### config.mk
export PLATFORM = sky130hd
export DESIGN_NAME = key_matrix_scanner
export DESIGN_NICKNAME = d
export VERILOG_FILES = /design/src/rtl/key_scan_pkg.sv /design/src/rtl/event_fifo.sv /design/src/rtl/key_matrix_scanner.sv
export SDC_FILE = /design/constraint.sdc
export NUM_CORES = 1
export LEC_CHECK = 0
export CAP_MARGIN = 20
export CORE_MARGIN = 2
export CORE_UTILIZATION = 45
export CTS_CLUSTER_DIAMETER = 60
export DETAILED_ROUTE_END_ITERATION = 10
export PLACE_DENSITY = 0.61
export SYNTH_ARGS = -nofsm -noshare
export SYNTH_HDL_FRONTEND = slang
export SYNTH_SLANG_ARGS = --single-unit
### constraint.sdc
create_clock -name clk -period 9.8 [get_ports clk]
set_input_delay 1.96 -clock clk [delete_from_list [all_inputs] [get_ports clk]]
set_output_delay 1.96 -clock clk [all_outputs]
set_load 0.005 [all_outputs]
### src/rtl/key_scan_pkg.sv
// Shared defaults, event record type and row-drive helper for the key matrix
// scanner and its event queue.
package key_scan_pkg;

  localparam int ROW_CYCLES_DEF = 8192;
  localparam int SETTLE_DEF     = 16;
  localparam int DB_SCANS_DEF   = 4;
  localparam int FIFO_DEPTH_DEF = 8;

  localparam int EVT_CODE_W = 6;
  localparam int NUM_KEYS   = 64;

  typedef struct packed {
    logic [EVT_CODE_W-1:0] code;
    logic                  press;
  } evt_t;

  localparam int EVT_W = $bits(evt_t);

  // Active-low one-cold row drive for the given row index.
  function automatic logic [7:0] rowDrive(input logic [2:0] idx);
    return ~(8'b0000_0001 << idx);
  endfunction

endpackage

### src/rtl/event_fifo.sv
// Synchronous first-in-first-out queue; a full queue still accepts a push when
// a pop happens in the same cycle.
module event_fifo #(
  parameter int DEPTH = 8,
  parameter int WIDTH = 7
) (
  input  logic             clk,
  input  logic             rst,
  input  logic             i_push,
  input  logic [WIDTH-1:0] i_data,
  input  logic             i_pop,
  output logic [WIDTH-1:0] o_data,
  output logic             o_full,
  output logic             o_empty
);

  localparam int AW = (DEPTH > 1) ? $clog2(DEPTH) : 1;
  localparam logic [AW:0] L_DEPTH = (AW + 1)'(DEPTH);

  logic [WIDTH-1:0] r_mem [DEPTH];
  logic [AW-1:0]    r_wr_ptr;
  logic [AW-1:0]    r_rd_ptr;
  logic [AW:0]      r_count;

  logic w_do_pop;
  logic w_do_push;

  assign o_empty   = (r_count == '0);
  assign o_full    = (r_count == L_DEPTH);
  assign w_do_pop  = i_pop && !o_empty;
  assign w_do_push = i_push && (!o_full || w_do_pop);
  assign o_data    = r_mem[r_rd_ptr];

  always_ff @(posedge clk) begin
    if (w_do_push) begin
      r_mem[r_wr_ptr] <= i_data;
    end
  end

  always_ff @(posedge clk or negedge rst) begin
    if (!rst) begin
      r_wr_ptr <= '0;
      r_rd_ptr <= '0;
      r_count  <= '0;
    end else begin
      if (w_do_push) begin
        r_wr_ptr <= r_wr_ptr + AW'(1);
      end
      if (w_do_pop) begin
        r_rd_ptr <= r_rd_ptr + AW'(1);
      end
      case ({w_do_push, w_do_pop})
        2'b10:   r_count <= r_count + (AW + 1)'(1);
        2'b01:   r_count <= r_count - (AW + 1)'(1);
        default: r_count <= r_count;
      endcase
    end
  end

endmodule

### src/rtl/key_matrix_scanner.sv
// 8x8 key matrix scanner: walks the rows, samples the columns once per dwell,
// debounces every key independently and queues press/release events.
module key_matrix_scanner
  import key_scan_pkg::*;
#(
  parameter int ROW_CYCLES = ROW_CYCLES_DEF,
  parameter int SETTLE     = SETTLE_DEF,
  parameter int DB_SCANS   = DB_SCANS_DEF,
  parameter int FIFO_DEPTH = FIFO_DEPTH_DEF
) (
  input  logic                  clk,
  input  logic                  rst,
  output logic [7:0]            row,
  input  logic [7:0]            col_in,
  output logic                  evt_valid,
  input  logic                  evt_ready,
  output logic [EVT_CODE_W-1:0] evt_code,
  output logic                  evt_press,
  output logic [NUM_KEYS-1:0]   key_state,
  output logic                  overflow
);

  localparam int DW = (ROW_CYCLES > 1) ? $clog2(ROW_CYCLES) : 1;
  localparam logic [DW-1:0] L_LAST       = DW'(ROW_CYCLES - 1);
  localparam logic [DW-1:0] L_SAMPLE     = DW'(SETTLE);
  localparam logic [DW-1:0] L_EVAL_FIRST = DW'(SETTLE + 1);
  localparam logic [DW-1:0] L_EVAL_LAST  = DW'(SETTLE + 8);
  localparam logic [3:0]    L_DB         = 4'(DB_SCANS);

  logic [7:0]          r_sync1;
  logic [7:0]          r_sync2;
  logic [2:0]          r_row_idx;
  logic [DW-1:0]       r_dwell;
  logic [7:0]          r_row;
  logic [7:0]          r_sample;
  logic [NUM_KEYS-1:0] r_key_state;
  logic [3:0]          r_db [NUM_KEYS];
  logic                r_overflow;

  logic                  w_in_eval;
  logic [2:0]            w_col;
  logic [EVT_CODE_W-1:0] w_key;
  logic [3:0]            w_db_inc;
  logic                  w_same;
  logic                  w_toggle;
  logic                  w_pop;
  logic                  w_full;
  logic                  w_empty;
  logic                  w_drop;
  evt_t                  w_push_evt;
  evt_t                  w_head;
  logic [EVT_W-1:0]      w_fifo_rdata;

  // Column c of the current row is judged at dwell SETTLE+1+c.
  assign w_in_eval = (r_dwell >= L_EVAL_FIRST) && (r_dwell <= L_EVAL_LAST);
  assign w_col     = 3'(r_dwell - L_EVAL_FIRST);
  assign w_key     = {r_row_idx, w_col};
  assign w_db_inc  = r_db[w_key] + 4'd1;
  assign w_same    = (r_sample[w_col] == r_key_state[w_key]);
  assign w_toggle  = w_in_eval && !w_same && (w_db_inc == L_DB);

  assign w_push_evt = '{code: w_key, press: ~r_key_state[w_key]};
  assign w_pop      = !w_empty && evt_ready;
  assign w_drop     = w_toggle && w_full && !w_pop;

  always_ff @(posedge clk or negedge rst) begin
    if (!rst) begin
      r_sync1 <= 8'hFF;
      r_sync2 <= 8'hFF;
    end else begin
      r_sync1 <= col_in;
      r_sync2 <= r_sync1;
    end
  end

  always_ff @(posedge clk or negedge rst) begin
    if (!rst) begin
      r_row_idx <= 3'd0;
      r_dwell   <= '0;
      r_row     <= 8'hFE;
      r_sample  <= 8'h00;
    end else begin
      if (r_dwell == L_LAST) begin
        r_dwell   <= '0;
        r_row_idx <= r_row_idx + 3'd1;
        r_row     <= rowDrive(r_row_idx + 3'd1);
      end else begin
        r_dwell <= r_dwell + DW'(1);
      end
      if (r_dwell == L_SAMPLE) begin
        r_sample <= ~r_sync2;
      end
    end
  end

  // Any disagreement with the debounced state counts; agreement restarts it.
  always_ff @(posedge clk or negedge rst) begin
    if (!rst) begin
      r_key_state <= '0;
      r_overflow  <= 1'b0;
      for (int i = 0; i < NUM_KEYS; i++) begin
        r_db[i] <= 4'd0;
      end
    end else begin
      if (w_in_eval) begin
        if (w_same || w_toggle) begin
          r_db[w_key] <= 4'd0;
        end else begin
          r_db[w_key] <= w_db_inc;
        end
        if (w_toggle) begin
          r_key_state[w_key] <= ~r_key_state[w_key];
        end
      end
      if (w_drop) begin
        r_overflow <= 1'b1;
      end
    end
  end

  event_fifo #(
    .DEPTH (FIFO_DEPTH),
    .WIDTH (EVT_W)
  ) u_event_fifo (
    .clk     (clk),
    .rst     (rst),
    .i_push  (w_toggle),
    .i_data  (w_push_evt),
    .i_pop   (w_pop),
    .o_data  (w_fifo_rdata),
    .o_full  (w_full),
    .o_empty (w_empty)
  );

  assign w_head    = w_fifo_rdata;
  assign row       = r_row;
  assign evt_valid = !w_empty;
  assign evt_code  = w_head.code;
  assign evt_press = w_head.press;
  assign key_state = r_key_state;
  assign overflow  = r_overflow;

endmodule

==> results.json <==
{
  "outcome": "completed",
  "fin_worst_skew_ns": 0.0137,
  "ys.flop_type": "dfrtp_1",
  "slew_violations": 0,
  "fmax_ghz": 0.150,
  "place_area_mm2": 0.0217,
  "p_sw_uw": 865,
  "leakagePower_uw": 0.00991,
  "slew_headroom_pct": 18.6,
  "yosys.area.top_type_share_pct": 43.8,
  "synth_nets": 1840,
  "reg2reg_depth": 13,
  "synth-seq-cells": 435,
  "grt_util_all_layers_pct": 23.8,
  "hold_viol": 0,
  "drt_iter0_drc": 1105,
  "clkPwrFrac_pct": 45.1,
  "rows": 77,
  "clock-sinks": 435,
  "hold_buffers": 0,
  "synth_edf_count": 56,
  "core_mm2": 0.0444,
  "htreeDepth": 2,
  "tightestPinTransition_ns": 1.21,
  "io_pins": 92,
  "drc": 0,
  "gr-total-overflow": 0,
  "grt_setup_unrepaired": "false",
  "cp_max_fo": 122,
  "pwr_density_cell_mw_per_mm2": 168,
  "yosys.area.top_type": "dfrtp_1",
  "cts_resized": 0,
  "synth_async_sr_flop_share_pct": 87.1,
  "fin_crit_ns": 6.68,
  "hp-start": "r_sync1[7]",
  "antenna_found_initial": 0,
  "diodes": 0,
  "yosysWarningCount": 0,
  "clk_pin_slew_worst_paths_ns": 0.06,
  "nNetsFinal": 1897,
  "fin_setup_tns_ns": 0,
  "cts.path.max_buffers": 3,
  "synth_area_mm2": 0.0203,
  "synth_seq_area_share_pct": 55.0,
  "holdPathEnd": "r_sync2[7]",
  "internal-power_uw": 3060,
  "vdd_drop_max_mv": 0.125,
  "cts_setup_buffers": 0,
  "dpl.hpwl_um": 35300,
  "r2r_slack_ns": 3.12,
  "place.gp.congestion": 0.875,
  "syn2layout_area_growth_pct": 14.7,
  "grt_pass1_wl_um": 86500,
  "post-route-period-util_pct": 68.2,
  "timing.rr.start": "r_dwell[0]",
  "avgViaCountPerCell": 5.77,
  "avgSynthCellArea_um2": 11.2,
  "grt_pass1_vias": 14500,
  "ys_types": 76,
  "cts_tree": "yes",
  "initial_core_util_pct": 45.8,
  "port_buffers": 91,
  "synth_area_leaders": "dfrtp_1 44%, edfxtp_1 8.3%, o21ai_0 6.9%, nand2_1 6.8%, nor4_2 3.8%",
  "die_x_um": 217,
  "whs_ns": 0.353,
  "whs_path_depth": 0,
  "ant_nets": 0,
  "drv_cap": 0,
  "stdcell_area_mm2": 0.0233,
  "cp-start-kind": "register",
  "p_sw_share_pct": 22.0,
  "routed_wl_um": 54900,
  "syn_inst": 1813,
  "first_pass_iters": 5,
  "cts_buffers": 46,
  "grt_max_degree": 146,
  "comb_power_share_pct": 6.5,
  "worstPathArrival_ns": 6.86,
  "required_ns": 9.97,
  "wire_per_inst_um": 22.0,
  "worstSetupEndpointType": "register",
  "clk_latency_ns": 0.56,
  "drive_above_1_share_pct": 15.3,
  "routed-via-count": 14400,
  "rr_endpoint": "u_event_fifo.r_mem[7][1]",
  "setup_violations": 0,
  "cts_root_buffer": "clkbuf_16",
  "holdCritPathClass": "register to register",
  "seq_power_share_pct": 48.4,
  "die_y_um": 217,
  "die-area_mm2": 0.0469,
  "critPathKind": "register to register"
}
[cell usage in the layout (no fill, tap or decap), types with 7 or more instances in the layout]
cell type / netlist / routed
a21oi_1: 10 / 10
a221oi_1: 11 / 11
a22oi_1: 7 / 7
a31oi_1: 27 / 27
and2_1: 12 / 12
and3_1: 13 / 13
buf_4: 14 / 22
clkbuf_1: 49 / 13
clkbuf_16: 0 / 49
clkbuf_8: 0 / 10
clkdlybuf4s50_1: 0 / 90
dfrtp_1: 356 / 355
dfstp_2: 23 / 23
edfxtp_1: 56 / 56
ha_1: 15 / 14
inv_1: 15 / 14
mux2_1: 60 / 60
mux2_2: 46 / 46
mux2i_1: 69 / 68
mux4_2: 32 / 32
nand2_1: 368 / 368
nand3_1: 33 / 33
nand4_1: 8 / 8
nor2_1: 46 / 46
nor3_1: 16 / 14
nor4_1: 13 / 13
nor4_2: 61 / 61
o21ai_0: 280 / 280
o22ai_1: 18 / 18
xnor2_1: 14 / 14
xor2_1: 12 / 12
[power by group through the flow]
| stage | Clock [uW] | Sequential, uW | Combinational [uW] |
|---|---|---|---|
| finish | 1770 | 1900 | 255 |
| global route | 1880 | 1910 | 278 |
| CTS | 1810 | 1900 | 260 |
| detailed placement | 0 | 1940 | 259 |
| global placement | 0 | 1930 | 251 |
| floorplan | 0 | 1900 | 171 |
[stage by stage]
step           utilization (%)  std cells  setup slack, ns  total power [uW]
3_5_place_dp              49.0       2411             3.20              2190
3_3_place_gp              48.9       2409             3.29              2190
5_1_grt                   52.5       2500             2.84              4070
6_report                  52.5       2500             3.12              3930
2_1_floorplan                -       1813             4.17              2070
4_1_cts                   52.5       2497             3.19              3970
[synth_stat cells, types with 18 or more instances]
cell type	count
o22ai_1	18
edfxtp_1	56
mux4_2	32
mux2_1	60
mux2_2	46
clkbuf_1	49
a31oi_1	27
nor2_1	46
buf_2	23
dfrtp_1	356
nand3_1	33
o21ai_0	280
dfstp_2	23
nand2_1	368
mux2i_1	69
nor4_2	61
[metal layers]
metal | vias to the layer above | part of all wire [%] | track usage (%)
li1 | 6643 | - | -
met1 | 7214 | 43 | 32.4
met2 | 457 | 48 | 38.4
met3 | 99 | 6.0 | 4.17
met4 | 0 | 3.2 | 8.84
met5 | - | 0 | 0
[worst max-delay path by stage]
stage                          start                        to  slack (ns)  depth (start not counted)
final                     r_dwell[0]  u_event_fifo.r_mem[7][1]        3.12                         13
after global routing      r_dwell[0]  u_event_fifo.r_mem[7][1]        2.84                         13
after CTS                 r_dwell[0]  u_event_fifo.r_mem[7][1]        3.19                         13
after detailed placement  r_dwell[0]  u_event_fifo.r_mem[7][0]        3.20                         13
after global placement    r_dwell[0]  u_event_fifo.r_mem[7][0]        3.29                         13
after floorplan           r_dwell[0]  u_event_fifo.r_mem[2][0]        4.17                         20
[logic make-up after synthesis]
group	after synthesis	share of synthesized area (%)
compound gates	395	11.2
buf+inv	129	3.26
simple gates	603	15.4
xor+xnor	27	1.25
mux	208	12.9
flops	435	55.0
fa+ha+maj	16	1.02
[critical path: stages (launching register included)]
cell	delay [ns]
dfrtp_2	0.41
inv_2	0.28
ha_4	0.28
buf_12	0.50
nor2b_1	0.44
a221oi_1	0.35
nor2_1	0.08
o31ai_1	0.66
nand4_1	0.30
or4b_1	0.61
a2bb2oi_4	0.17
buf_4	0.41
or3_1	0.66
nor3_1	0.92
[registers in the layout, summed over array words and instances (netlist names), 3 cells and up]
register and count:
r_dwell 13, u_event_fifo.r_count 4, u_event_fifo.r_mem 56, key_state 64
r_row_idx 3, r_sync2 8, r_sample 8, r_sync1 8
u_event_fifo.r_wr_ptr 3, row 8, u_event_fifo.r_rd_ptr 3, r_db 256
[area by class of cell]
type | count | area, um^2
Fill cell | 3861 | 21100
Sequential cell | 435 | 11200
Multi-Input combinational cell | 1249 | 8560
Clock buffer | 72 | 1410
Timing Repair Buffer | 121 | 1210
Tap cell | 592 | 741
Clock inverter | 14 | 146
Inverter | 17 | 63.8
No activity file was read; power rests on OpenSTA's default activity.
==> RTL edit 1: new RTL, same settings <==
`FIFO_DEPTH_DEF`: 8 -> 16.
--- a/src/rtl/key_scan_pkg.sv
+++ b/src/rtl/key_scan_pkg.sv
@@ -5,7 +5,7 @@
   localparam int ROW_CYCLES_DEF = 8192;
   localparam int SETTLE_DEF     = 16;
   localparam int DB_SCANS_DEF   = 4;
-  localparam int FIFO_DEPTH_DEF = 8;
+  localparam int FIFO_DEPTH_DEF = 16;
 
   localparam int EVT_CODE_W = 6;
   localparam int NUM_KEYS   = 64;
Check against the original RTL: no difference found for any inputs over 4 cycles, from zero or initial values and one cycle with rst low; that may be too few to reach the edited logic, so the function may still have changed.
==> RTL edit 1 against the original RTL <==
- cell count rose by 8.7%
- worst setup slack worse by 800 ps
- sequential cell count up 59
- via count grew 12%
- critical path type unchanged
- synthesized area increased by 8.9%
- largest cell class unchanged
- cell area rose by 9.2%
- wire length increased by 14%
- hold slack improved by 3.5 ps
- core utilization down 0.25 points
- non-clock buffer count is 2 lower
Power is not compared: it rests on default switching activity, and its combinational part moved more than twofold at a synthesized area within 25%.
==> RTL edit 1: results (changes against the original RTL) <==
[final_layout]
layout.cells.non_filler = 2717  ; +8.7%
ff_latch_area_um2 = 13000  ; +16%
num-nonclk-buffers = 119  ; -1.7%
fill_cells = 4246  ; +10%
n_clock_buffer = 71  ; -1.4%
final-clk-cell-share = 0.0701  ; +0.00328

[yosys]
ys_top_cells_by_area = dfrtp_1 41%, edfxtp_1 15%, nand2_1 7.2%
synth_edf_count = 112  ; +100%
synth_cell_types = 70  ; -7.9%
ys_seq_area_frac = 0.585  ; +0.0344
synth_commonest_cells = 423 x nand2_1, 359 x dfrtp_1, 276 x o21ai_0, 130 x o31ai_1, 112 x edfxtp_1

[global_route]
gr-usage-all-layers = 0.250  ; +0.0118
grt_pass1_vias = 15700  ; +8.2%
grt_pass1_wl_mm = 97.3  ; +13%
met3_usage = 0.0381  ; -0.00356
grt_use_met1 = 0.357  ; +0.0339
globalRouteMet2Util = 0.392  ; +0.00809

[placement]
gp_congestion = 0.886  ; +1.3%
pre_cts_ws_ps = 1870  ; -1330 ps
placed_cells = 2616  ; +8.5%
hpwlAfterDp_mm = 40.4  ; +14%

[worst_hold_path]
hp-start = r_sync1[5]

[routing]
drt_iter0_drc = 1341  ; +21%
drt_wl_total_mm = 62.7  ; +14%

[setup_path]
critPathTopFamily = buffers and inverters
slowest_delay_ps = 750  ; -170 ps
slowest_stage = inv_4
cp_data_arrival_time_ps = 7950  ; +1090 ps

[die]
die_x_um = 226  ; +4.3%

[sta]
max_slew_margin = 0.168  ; -0.0188

[run_status]
status = finished, final reports clean

## RTL edit 1: final timing paths
kind | to | slack [ps] | cells past startpoint
min in group asynchronous | key_state[18] | 1320 | 1
worst min-delay path | r_sync2[5] | 360 | 0
worst min register to register | r_sync2[5] | 360 | 0
worst max-delay path | u_event_fifo.r_count[4] | 2320 | 23
max in group asynchronous | r_dwell[0] | 7030 | 2
worst max register to register | u_event_fifo.r_count[4] | 2320 | 23
## RTL edit 1: power breakdown
part / leakage, nW / internal [mW] / total (mW) / switching, mW
sequential: 6.17 / 2.11 / 2.11 / 0.00307
combinational: 2.99 / 0.00975 / 0.0543 / 0.0446
clock: 0.878 / 1.21 / 2.06 / 0.846
## RTL edit 1: kinds of logic after synthesis
group	Yosys count	synth area share
compound gates	520	0.143
xor+xnor	28	0.0123
fa+ha+maj	20	0.0116
buf+inv	139	0.0265
flops	494	0.585
mux	139	0.0982
simple gates	625	0.124
## RTL edit 1: layer usage
| layer | routed length (um) | vias to the layer above |
|---|---|---|
| li1 | - | 7264 |
| met3 | 4290 | 134 |
| met4 | 1990 | 0 |
| met5 | 0 | - |
| met2 | 29400 | 648 |
| met1 | 27100 | 8033 |
## RTL edit 1: worst reg2reg max path, cell delays in order (launching register included)
cell       delay (ps)
dfrtp_4           740
clkinv_1          580
ha_1              470
xnor2_4           160
inv_4             750
buf_4             690
mux4_2            360
a21oi_1            90
a31oi_1           180
o211ai_1          170
nor3_1            440
inv_1             140
ha_1              250
xnor2_1           240
and3b_1           220
a21boi_2          380
buf_8             230
nor2_1            120
fa_1              420
a21o_1            170
a21o_1            190
o2111ai_1          90
o31ai_1           120
xor2_1            150
==> RTL edit 2: new RTL, same flow settings <==
Without the edit above. One comparison of `r_count` changes from == to >=.
--- a/src/rtl/event_fifo.sv
+++ b/src/rtl/event_fifo.sv
@@ -26,7 +26,7 @@
   logic w_do_push;
 
   assign o_empty   = (r_count == '0);
-  assign o_full    = (r_count == L_DEPTH);
+  assign o_full    = (r_count >= L_DEPTH);
   assign w_do_pop  = i_pop && !o_empty;
   assign w_do_push = i_push && (!o_full || w_do_pop);
   assign o_data    = r_mem[r_rd_ptr];
Function: same outputs for any inputs over 10 cycles, from zero or initial values and one cycle with rst low; that may be too few to reach the edited logic, so the function may still have changed.
==> RTL edit 2 against the original RTL <==
- non-clock buffer count increased by 8
- clock skew decreased by 1.1 ps
- sequential cell count unchanged
- wire length increased by 2.3%
- synthesized area decreased by 0.18%
- combinational power decreased by 22%
- clock power decreased by 2%
- total power decreased by 2.5%
- cell area decreased by 0.39%
- sequential share of layout area increased by 0.19 points
- first-iteration DRC count increased by 27%
- worst setup slack got worse by 670 ps
==> RTL edit 2: results (changes against the original RTL) <==
[run_status]
status = finished, final reports clean

[placement]
placed_cells = 2505  ; +3.9%
hpwlAfterDp_mm = 35.4  ; +0.25%
gp_congestion = 0.857  ; -2.1%
pre_cts_ws_ps = 2560  ; -639 ps
place_area_um2 = 21700  ; -0.14%

[power_and_ir_drop]
irDropWorstVdd_mv = 0.132  ; +5.2%
p_sw_frac = 0.228  ; +0.00767
p_seq_mw = 1.90  ; about the same
clkPwrFrac = 0.451  ; about the same
power.leakage_nw = 9.98  ; +0.71%
power_frac_comb = 0.052  ; -0.013

[setup_path]
cp_data_arrival_time_ps = 7790  ; +930 ps
start_kind = flop
cp_max_fo = 63  ; -48%
endpoint = r_db[93]
r2r_cells = 16  ; +3
rrSetupSlack_ps = 2440  ; -670 ps
slowest_stage = nand4_4
slowest_delay_ps = 750  ; -170 ps
critPathTopFamily = buffers and inverters

[sta]
skew_ps = 12.6  ; -1.13 ps
layout_min_cycle_time_ps = 7360  ; +675 ps
hold_ws_ps = 354  ; +0.641 ps
max_slew_margin = 0.227  ; +0.0409

[final_layout]
largest_reg_flops = 256  ; unchanged
diodes = 0  ; unchanged
utilization = 0.523  ; -0.00203
layout.cells.non_filler = 2592  ; +3.7%
fill_cells = 3900  ; +1.0%
nNetsFinal = 1990  ; +4.9%
layout-drive-gt1-share = 0.152  ; -0.00154

[clocking]
post_cts_resized = 0  ; unchanged
cts_buffer_depth = 3  ; unchanged
cts_buffers = 47  ; +2.2%
htreeDepth = 2  ; unchanged
worst_skew_pair.late_latency_ps = 580  ; +20 ps

[yosys]
synth_commonest_cells = 427 x nand2_1, 356 x dfrtp_1, 278 x o21ai_0, 89 x mux2_2, 77 x mux2i_1
syn_nets = 1938  ; +5.3%
ys_top_cells_by_area = dfrtp_1 44%, edfxtp_1 8.3%, nand2_1 7.9%
synth_cell_types = 74  ; -2.6%
syn_area_per_cell_um2 = 10.6  ; -5.3%
yosysWarnings = 0  ; unchanged
ys_seq_area_frac = 0.551  ; +0.00102

[routing]
drt_iter0_drc = 1406  ; +27%
num_vias = 14900  ; +3.1%
drt_wl_total_mm = 56.2  ; +2.3%

[worst_hold_path]
hp-start = r_sync1[3]
min_to = r_sync2[3]
min_delay_path_depth = 0  ; unchanged
min_path_type = reg -> reg

[global_route]
grt_pass1_wl_mm = 88.8  ; +2.6%
gr-usage-all-layers = 0.244  ; +0.00590
grt_max_degree = 96  ; -34%

## RTL edit 2: routing by layer
metal  part of all wire  global-route usage  vias up  wire [um]
met4              0.033              0.0840        0       1860
met5                  0                   0        -          0
met3              0.055              0.0413      112       3100
met1               0.45               0.342     7434      25200
li1                   -                   -     6883          -
met2               0.46               0.386      438      26000
## RTL edit 2: logic make-up (layout without fill, tap and decap cells)
| family | Yosys count | after routing | synth area share |
|---|---|---|---|
| adders and majority gates | 16 | 16 | 0.0102 |
| and+or+nand+nor | 694 | 694 | 0.159 |
| DFF | 435 | 435 | 0.551 |
| AOI/OAI and AO/OA | 399 | 399 | 0.114 |
| buffers and inverters | 139 | 228 | 0.0325 |
| muxes | 204 | 204 | 0.122 |
| xor gates and xnor gates | 24 | 24 | 0.0120 |
## RTL edit 2: area by class of cell
cell class,instances,share of cell area
clock inverters,13,0.00425
repair buffers,129,0.0531
flip-flops and latches,435,0.482
inverters,13,0.00210
multi-input cells,1337,0.367
well taps,592,0.0319
clock buffers,73,0.0604
